[src/rtl/rename_if.sv]
// rename_if: rename request, renamed-op result, retire and flush signals of rename_unit
interface rename_if #(parameter int AW = 3, parameter int TW = 4, parameter int CW = 5);
  logic          in_valid;
  logic          in_ready;
  logic [AW-1:0] in_src1;
  logic [AW-1:0] in_src2;
  logic [AW-1:0] in_dst;
  logic          out_valid;
  logic [TW-1:0] out_psrc1;
  logic [TW-1:0] out_psrc2;
  logic [TW-1:0] out_pdst;
  logic [TW-1:0] out_old_pdst;
  logic          retire_ena;
  logic [AW-1:0] retire_arch;
  logic [TW-1:0] retire_pdst;
  logic [TW-1:0] retire_old_pdst;
  logic          flush;
  logic [CW-1:0] free_count;
  modport master (
    output in_valid, in_src1, in_src2, in_dst, retire_ena, retire_arch, retire_pdst, retire_old_pdst, flush,
    input  in_ready, out_valid, out_psrc1, out_psrc2, out_pdst, out_old_pdst, free_count
  );
  modport slave (
    input  in_valid, in_src1, in_src2, in_dst, retire_ena, retire_arch, retire_pdst, retire_old_pdst, flush,
    output in_ready, out_valid, out_psrc1, out_psrc2, out_pdst, out_old_pdst, free_count
  );
endinterface

[src/rtl/rename_unit.sv]
// rename_unit: register renaming with speculative/committed map tables and a free-tag vector
module rename_unit #(
  parameter int ARCH_REGS = 8,
  parameter int PRF_SIZE  = 16
) (
  input logic     clk,
  input logic     rst,
  rename_if.slave io
);
  localparam int TW = $clog2(PRF_SIZE);
  localparam int CW = $clog2(PRF_SIZE + 1);
  logic [TW-1:0]       spec_rat  [ARCH_REGS];
  logic [TW-1:0]       arch_rat  [ARCH_REGS];
  logic [TW-1:0]       arch_next [ARCH_REGS];
  logic [PRF_SIZE-1:0] free_q;
  logic [PRF_SIZE-1:0] free_next;
  logic [PRF_SIZE-1:0] used;
  logic [TW-1:0]       alloc;
  logic [CW-1:0]       cnt;
  logic                accept;
  logic                alloc_en;
  assign io.in_ready = !rst && !io.flush && (io.in_dst == '0 || |free_q);
  assign accept      = io.in_valid && io.in_ready;
  assign alloc_en    = accept && io.in_dst != '0;
  always_comb begin
    alloc = '0;
    for (int i = PRF_SIZE - 1; i > 0; i--)
      if (free_q[i]) alloc = TW'(i);
  end
  // flush recovery rebuilds the free vector from the post-retire committed map
  always_comb begin
    arch_next = arch_rat;
    if (io.retire_ena && io.retire_arch != '0) arch_next[io.retire_arch] = io.retire_pdst;
    used = '0;
    for (int i = 0; i < ARCH_REGS; i++) used[arch_next[i]] = 1'b1;
    free_next = free_q;
    if (alloc_en) free_next[alloc] = 1'b0;
    if (io.retire_ena) free_next[io.retire_old_pdst] = 1'b1;
    if (io.flush) free_next = ~used;
    free_next[0] = 1'b0;
    cnt = '0;
    for (int i = 0; i < PRF_SIZE; i++) cnt = cnt + CW'(free_next[i]);
  end
  always_ff @(posedge clk) begin
    if (rst) begin
      for (int i = 0; i < ARCH_REGS; i++) begin
        spec_rat[i] <= TW'(i);
        arch_rat[i] <= TW'(i);
      end
      for (int i = 0; i < PRF_SIZE; i++) free_q[i] <= i >= ARCH_REGS;
      io.free_count   <= CW'(PRF_SIZE - ARCH_REGS);
      io.out_valid    <= 1'b0;
      io.out_psrc1    <= '0;
      io.out_psrc2    <= '0;
      io.out_pdst     <= '0;
      io.out_old_pdst <= '0;
    end else begin
      arch_rat <= arch_next;
      if (io.flush) spec_rat <= arch_next;
      else if (alloc_en) spec_rat[io.in_dst] <= alloc;
      free_q          <= free_next;
      io.free_count   <= cnt;
      io.out_valid    <= accept;
      io.out_psrc1    <= accept ? spec_rat[io.in_src1] : '0;
      io.out_psrc2    <= accept ? spec_rat[io.in_src2] : '0;
      io.out_pdst     <= alloc_en ? alloc : '0;
      io.out_old_pdst <= alloc_en ? spec_rat[io.in_dst] : '0;
    end
  end
endmodule

[src/flat_wrapper.sv]
// flat-port wrapper written by rule: the top's interface ports become plain ports
module rename_unit_flat 
#(
  parameter int ARCH_REGS = 8,
  parameter int PRF_SIZE  = 16
)
  (clk, rst, io_in_valid, io_in_src1, io_in_src2, io_in_dst, io_retire_ena, io_retire_arch, io_retire_pdst, io_retire_old_pdst, io_flush, io_in_ready, io_out_valid, io_out_psrc1, io_out_psrc2, io_out_pdst, io_out_old_pdst, io_free_count);
  rename_if io_i ();
  input logic clk;
  input logic rst;
  input wire logic [$bits(io_i.in_valid)-1:0] io_in_valid;
  input wire logic [$bits(io_i.in_src1)-1:0] io_in_src1;
  input wire logic [$bits(io_i.in_src2)-1:0] io_in_src2;
  input wire logic [$bits(io_i.in_dst)-1:0] io_in_dst;
  input wire logic [$bits(io_i.retire_ena)-1:0] io_retire_ena;
  input wire logic [$bits(io_i.retire_arch)-1:0] io_retire_arch;
  input wire logic [$bits(io_i.retire_pdst)-1:0] io_retire_pdst;
  input wire logic [$bits(io_i.retire_old_pdst)-1:0] io_retire_old_pdst;
  input wire logic [$bits(io_i.flush)-1:0] io_flush;
  output wire logic [$bits(io_i.in_ready)-1:0] io_in_ready;
  output wire logic [$bits(io_i.out_valid)-1:0] io_out_valid;
  output wire logic [$bits(io_i.out_psrc1)-1:0] io_out_psrc1;
  output wire logic [$bits(io_i.out_psrc2)-1:0] io_out_psrc2;
  output wire logic [$bits(io_i.out_pdst)-1:0] io_out_pdst;
  output wire logic [$bits(io_i.out_old_pdst)-1:0] io_out_old_pdst;
  output wire logic [$bits(io_i.free_count)-1:0] io_free_count;
  assign io_i.in_valid = io_in_valid;
  assign io_i.in_src1 = io_in_src1;
  assign io_i.in_src2 = io_in_src2;
  assign io_i.in_dst = io_in_dst;
  assign io_i.retire_ena = io_retire_ena;
  assign io_i.retire_arch = io_retire_arch;
  assign io_i.retire_pdst = io_retire_pdst;
  assign io_i.retire_old_pdst = io_retire_old_pdst;
  assign io_i.flush = io_flush;
  assign io_in_ready = io_i.in_ready;
  assign io_out_valid = io_i.out_valid;
  assign io_out_psrc1 = io_i.out_psrc1;
  assign io_out_psrc2 = io_i.out_psrc2;
  assign io_out_pdst = io_i.out_pdst;
  assign io_out_old_pdst = io_i.out_old_pdst;
  assign io_free_count = io_i.free_count;
  rename_unit #(.ARCH_REGS(ARCH_REGS), .PRF_SIZE(PRF_SIZE)) u_core (.clk(clk), .rst(rst), .io(io_i));
endmodule
[config.mk]
export PLATFORM = sky130hd
export DESIGN_NAME = rename_unit_flat
export DESIGN_NICKNAME = d
export VERILOG_FILES = /design/src/rtl/rename_if.sv /design/src/rtl/rename_unit.sv /design/src/flat_wrapper.sv
export SDC_FILE = /design/constraint.sdc
export NUM_CORES = 1
export LEC_CHECK = 0
export ABC_AREA = 0
export CORE_ASPECT_RATIO = 0.75
export CORE_MARGIN = 5
export CORE_UTILIZATION = 54
export CTS_CLUSTER_DIAMETER = 30
export DETAILED_ROUTE_END_ITERATION = 10
export GPL_ROUTABILITY_DRIVEN = 1
export PLACE_DENSITY = 0.88
export REMOVE_ABC_BUFFERS = 1
export SKIP_LAST_GASP = 1
export SLEW_MARGIN = 5
export SYNTH_ARGS = -nofsm -noshare
export SYNTH_HDL_FRONTEND = slang
export SYNTH_SLANG_ARGS = --single-unit
[constraint.sdc]
create_clock -name clk -period 5.95 [get_ports clk]
set_input_delay 1.4875 -clock clk [delete_from_list [all_inputs] [get_ports clk]]
set_output_delay 1.4875 -clock clk [all_outputs]
set_load 0.02 [all_outputs]
# Word-level counts from Yosys, hierarchy flattened
# Index checks and enable logic that the tools add are counted.
# Widths: inputs -> output; s select.
dict set report totals {
  ff_bits 102
}
dict set report op_classes {
  n_reduce_logical 27
  addsub 14
  muxes 56
  n_bitwise 17
  order_cmp 26
}
# cell count
set op_table {}
lappend op_table {{$or 16x16->16} 8}
lappend op_table {{$mux 32} 3}
lappend op_table {{$mux 4} 23}
lappend op_table {{$add 5x1->5} 13}
lappend op_table {{$bwmux 32} 2}
lappend op_table {{$lt 4x5->1 const B} 10}
lappend op_table {{$mux 16} 3}
lappend op_table {{$demux 1 s4} 10}
lappend op_table {{$ge 4x1->1 const B} 10}
lappend op_table {{$bmux 4 s3} 3}
lappend op_table {{$not 16->16} 2}
lappend op_table {{$demux 4 s3} 2}
lappend op_table {{$logic_and 1x1->1} 17}
lappend op_table {{$and 16x16->16} 1}
lappend op_table {{$ge 4x4->1 const B} 4}
lappend op_table {{$not 3->4} 4}
lappend op_table {{$reduce_or 16->1} 1}
lappend op_table {{$mux 1} 10}
lappend op_table {{$lt 4x1->1 const B} 2}
lappend op_table {{$reduce_bool 3->1} 2}
lappend op_table {{$reduce_or 2->1} 2}
lappend op_table {{$logic_not 3->1} 1}
lappend op_table {{$add 1x1->2} 1}
lappend op_table {{$logic_not 1->1} 2}
lappend op_table {{other kinds (3)} 4}

# Logic depth before layout (Yosys ltp)
dict set report depth {
  depth_word 39
  ltp_mapped 19
}

# Least setup slack after synthesis
# OpenSTA, ideal clock, no wires.
dict set report synth_path {
  path_type {input port to flip-flop}
  startpoint {in io_retire_ena}
  endpoint {reg u_core.io.free_count[2]}
  setup_slack_ns -0.191
  cell_stages 18
  arrival_time_ns 6.014
  path_cell_list {buf_2 and4b_1 clkbuf_1 or3_1 o32ai_1 nor3_1 a41o_1 ha_1 fa_1 fa_1 fa_1 inv_1 fa_1 inv_1 ha_1 fa_1 xnor2_1 nor2_1}
}
dict set report synth_between {
  elab_chain_cells 29
  word_cells_on_any_way 66
  cone_classes {add/sub: 14; order compare: 16; mux: 19; bitwise: 8; reduce/logical: 9}
}
# element line_no
set synth_rtl {}
lappend synth_rtl {{start, declared} flat_wrapper.sv:15} ;# input wire logic [$bits(io_i.retire_ena)-1:0] io_retire_ena;
lappend synth_rtl {{$logic_and 1x1->1} rename_unit.sv:33} ;# if (io.retire_ena && io.retire_arch != '0) arch_next[io.retire_arch] = io.retire_pdst;
lappend synth_rtl {{$mux 32} rename_unit.sv:33}
lappend synth_rtl {{$lt 4x5->1 (not written as such) / $ge 4x1->1 (equally long branches)} rename_unit.sv:35} ;# for (int i = 0; i < ARCH_REGS; i++) used[arch_next[i]] = 1'b1;
lappend synth_rtl {{$logic_and 1x1->1 (not written as such)} rename_unit.sv:35}
lappend synth_rtl {{$mux 1 (not written as such)} rename_unit.sv:35}
lappend synth_rtl {{$demux 1 s4} --}
lappend synth_rtl {{$or 16x16->16 (no line) (7 in a row)} --}
lappend synth_rtl {{$not 16->16} rename_unit.sv:39} ;# if (io.flush) free_next = ~used;
lappend synth_rtl {{$mux 16 (*)} rename_unit.sv:39}
lappend synth_rtl {{named net u_core.free_next[2]} rename_unit.sv:16} ;# logic [PRF_SIZE-1:0] free_next;
lappend synth_rtl {{$add 1x1->2 (*)} rename_unit.sv:42} ;# for (int i = 0; i < PRF_SIZE; i++) cnt = cnt + CW'(free_next[i]);
lappend synth_rtl {{$add 5x1->5 (*) (13 in a row)} rename_unit.sv:42}
lappend synth_rtl {{end signal, assigned} rename_unit.sv:51} ;# io.free_count <= CW'(PRF_SIZE - ARCH_REGS);
lappend synth_rtl {{end signal, assigned} rename_unit.sv:62} ;# io.free_count <= cnt;
lappend synth_rtl {{end, declared} rename_if.sv:25} ;# output in_ready, out_valid, out_psrc1, out_psrc2, out_pdst, out_old_pdst, free_count
# Mark *: on every way through the listed nets, which the timed path passes. The rest lies on a longest branch.
# A chain may end at the register's enable or synchronous reset.

# Final worst setup path
dict set report layout_path {
  startpoint {in io_retire_arch[0]}
  endpoint {reg u_core.io.free_count[4]}
}
dict set report layout_between {
  word_cells_on_any_way 73
  cone_classes {add/sub: 14; order compare: 18; mux: 21; bitwise: 9; reduce/logical: 11}
}
# element line_no
set layout_lines {}
lappend layout_lines {{start, declared} flat_wrapper.sv:16} ;# input wire logic [$bits(io_i.retire_arch)-1:0] io_retire_arch;
lappend layout_lines {{$not 3->4 (not written as such)} rename_unit.sv:33}
lappend layout_lines {{$ge 4x4->1 (not written as such) / $lt 4x1->1 (equally long branches)} rename_unit.sv:33}
lappend layout_lines {{$logic_and 1x1->1 (not written as such)} rename_unit.sv:33}
lappend layout_lines {{$mux 4 (not written as such)} rename_unit.sv:33}
lappend layout_lines {{$demux 4 s3} rename_unit.sv:33}
lappend layout_lines {{$bwmux 32} rename_unit.sv:33}
lappend layout_lines {{$mux 32 (*)} rename_unit.sv:33}
lappend layout_lines {{$lt 4x5->1 (not written as such) / $ge 4x1->1 (equally long branches)} rename_unit.sv:35}
lappend layout_lines {{$logic_and 1x1->1 (not written as such)} rename_unit.sv:35}
lappend layout_lines {{$mux 1 (not written as such)} rename_unit.sv:35}
lappend layout_lines {{$demux 1 s4} --}
lappend layout_lines {{$or 16x16->16 (no line) (6 in a row)} --}
lappend layout_lines {{$or 16x16->16 (no line) (*)} --}
lappend layout_lines {{$not 16->16 (*)} rename_unit.sv:39}
lappend layout_lines {{$mux 16 (*)} rename_unit.sv:39}
lappend layout_lines {{named net u_core.free_next[3]} rename_unit.sv:16}
lappend layout_lines {{$add 5x1->5 (*) (13 in a row)} rename_unit.sv:42}
# Marked as above.

==> flow_summary.toml <==
[drt]
wl_met2_um = 11200
top_layer = "met4"
wl_per_cell_um = 23.3
wirelength_met1_um = 10300
routed_wl_um = 25800
dr_wl_met3_um = 3880
via_per_inst = 6.74
first_iter_violations = 1029
drtAntennaViolNets = 0
firstDrtPassIters = 6
drc = 0
routed-via-count = 7463

[setup_path]
slowest_delay_ns = 0.59
worst_setup_path_end_kind = "flop"
required_ns = 6.16
worstPathCellList = "buf_2 -> buf_6 -> and4bb_2 -> nand3b_1 -> o32ai_2 -> a311oi_2 -> a221o_1 -> fa_1 -> fa_2 -> fa_1 -> inv_1 -> fa_1 -> inv_1 -> ha_2 -> fa_2 -> a21oi_2 -> nor3b_1"
cp-start-kind = "primary input"
worst-path-buf-inv = 4
crit_cells = 17
crit_slowest_cell = "fa_1"
critical_path.top_delay_family = "adder cells"
critPathKind = "primary input to flop"
crit_fanout = 10
rr_worst_depth = 15
arrival_ns = 6.06
cp_common_cell = "fa_1"

[final_layout]
fillers = 960
utilization = 0.718
area_growth_pct = 29.5
drive_above_1_share = 0.252
multi_input_area_mm2 = 0.00487
antenna_cells = 0
fin_nets = 978
regArea_mm2 = 0.00202

[global_routing]
overflow = 0
grt_max_degree = 51
gr-usage-all-layers = 0.334
grt_pass1_vias = 7105
grt_pass1_wl_um = 39500
grt_antenna_before_repair = 0

[cts]
clock_latency_ns = 0.35
cts_tree = "built"
clockBufferDepth = 2
clkTransAtPathRegs_ns = 0.07
cts_inserted_buffers = 9
htree_levels = 3
cts_hold_buffers = 0
clockRootBuffer = "clkbuf_16"
clkSinkCount = 101

[sta]
worstMarginPinSlew_ns = 0.908
fin_setup_tns_ns = 0
fin_ws_ns = 0.103
drv_slew = 0
fin_skew_ns = 0.00653
worst_slew_margin_rel = 0.395
period_minus_slack_ns = 5.85
setup_violations = 0
fin_crit_sh = 0.983
fmax_mhz = 171
hold_viol = 0

[die]
io_pins = 48
chipWidth_um = 140
row_count = 35
start_util = 0.554
core-area_mm2 = 0.0124
die_y_um = 108
die_area_mm2 = 0.0151

[worst_hold_path]
hold_path.class = "flop to flop"
hold-path-cell-count = 2

[yosys]
synth_area_mm2 = 0.00687
yosysMostFrequentCell = "dfxtp_1"
synthTopCellsByArea = "dfxtp_1, mux4_2, nor2_1"
ys_async_sr_fraction = 0
ys_seq_area_frac = 0.294
yosysWarningCount = 0
synth_area_leader_cell = "dfxtp_1"
synth_top_area_frac = 0.294
ys_ff_latch = 101
synth_flop_cell = "dfxtp_1"
synth_commonest_cells = "dfxtp_1, nor2_1, nand2_1, clkbuf_1"
synth_edf_count = 0
syn-mean-instance-area_um2 = 8.45
ys_types = 93
syn_inst = 813

[place]
dp_worst_setup_slack_ns = -0.975
place_hpwl_um = 19600
finalWeightedCongestion = 1.08
io_buffers = 47

[pwr]
power.total_mw = 2.06
powerDensity_mw_per_mm2 = 231
cellLeakagePower_nw = 3.54
vdd_ir_drop_max_uv = 226

[run]
cap_violations = 0

[outcome]
outcome = "finished, final reports clean"
-- power breakdown --
part           internal, mW  switching, mW  total, mW
registers             0.712         0.0401      0.752
logic                 0.307          0.353      0.660
clock network         0.371          0.275      0.646
-- placed cells by master, fill, tap and decap left out, drive strengths merged, types with 14 or more instances in the layout --
cell / instances
a211oi: 18
mux2i: 31
mux4: 17
or3: 14
a221oi: 14
dfxtp: 101
o21ai: 19
a22oi: 14
inv: 25
nor3: 33
buf: 127
a21oi: 29
nor2: 94
nand2b: 30
nand2: 69
nor2b: 22
nand3: 19
nor4: 25
clkdlybuf4s50: 36
-- kinds of logic after synthesis --
group,synth area share
AOI/OAI and AO/OA,0.210
xor gates and xnor gates,0.00255
adders and majority gates,0.0371
buffers and inverters,0.0464
DFF,0.294
muxes,0.111
and+or+nand+nor,0.298
-- final timing paths --
check                       from  slack [ns]                       to
max            io_retire_arch[0]        0.10  u_core.io.free_count[4]
max reg2reg    u_core.free_q[14]        0.96  u_core.io.free_count[4]
min          u_core.spec_rat[26]        0.54      u_core.spec_rat[26]
min reg2reg  u_core.spec_rat[26]        0.54      u_core.spec_rat[26]
-- per-stage QoR --
stage	cell area (um2)	cells	hold slack, ns
3_3_place_gp	8170	1086	0.490
3_5_place_dp	8170	1086	0.512
4_1_cts	8690	1103	0.525
6_report	8900	1108	0.541
2_1_floorplan	6640	758	0.448
5_1_grt	8900	1108	0.570
-- state kept, by name, summed over array words and instances (netlist names) --
name,flops
u_core.spec_rat,32
u_core.io.out_psrc1,4
u_core.io.out_valid,1
u_core.io.out_old_pdst,4
u_core.arch_rat,32
u_core.io.out_pdst,4
u_core.io.free_count,5
u_core.free_q,15
u_core.io.out_psrc2,4
-- what timing repair did --
| item | 4_1_cts | 5_1_grt |
|---|---|---|
| setup buffers | 2 | 6 |
| setup endpoints to repair | 5 | 4 |
| gates resized for setup | 52 | 50 |
| pin swaps | 16 | 25 |
-- worst register-to-register path: cells and delay by family, from the launching register on --
family                     cells  cell delay [ns]
adders and majority gates      6             2.62
DFF                            1             0.34
and+or+nand+nor                2             0.23
AOI/OAI and AO/OA              5             1.57
buffers and inverters          2             0.10
-- area by class of cell --
class	instances	area share
Sequential cell	101	0.227
Inverter	23	0.00970
Timing Repair Buffer	169	0.157
Clock buffer	9	0.0253
Clock inverter	6	0.0107
Tap cell	166	0.0233
Multi-Input combinational cell	634	0.547
-- layer usage --
metal / track usage / vias to the layer above
met3: 0.136 / 57
met5: 0 / -
li1: - / 3320
met4: 0.0705 / 0
met2: 0.507 / 550
met1: 0.448 / 3536
Power figures use the tool's default switching activity.
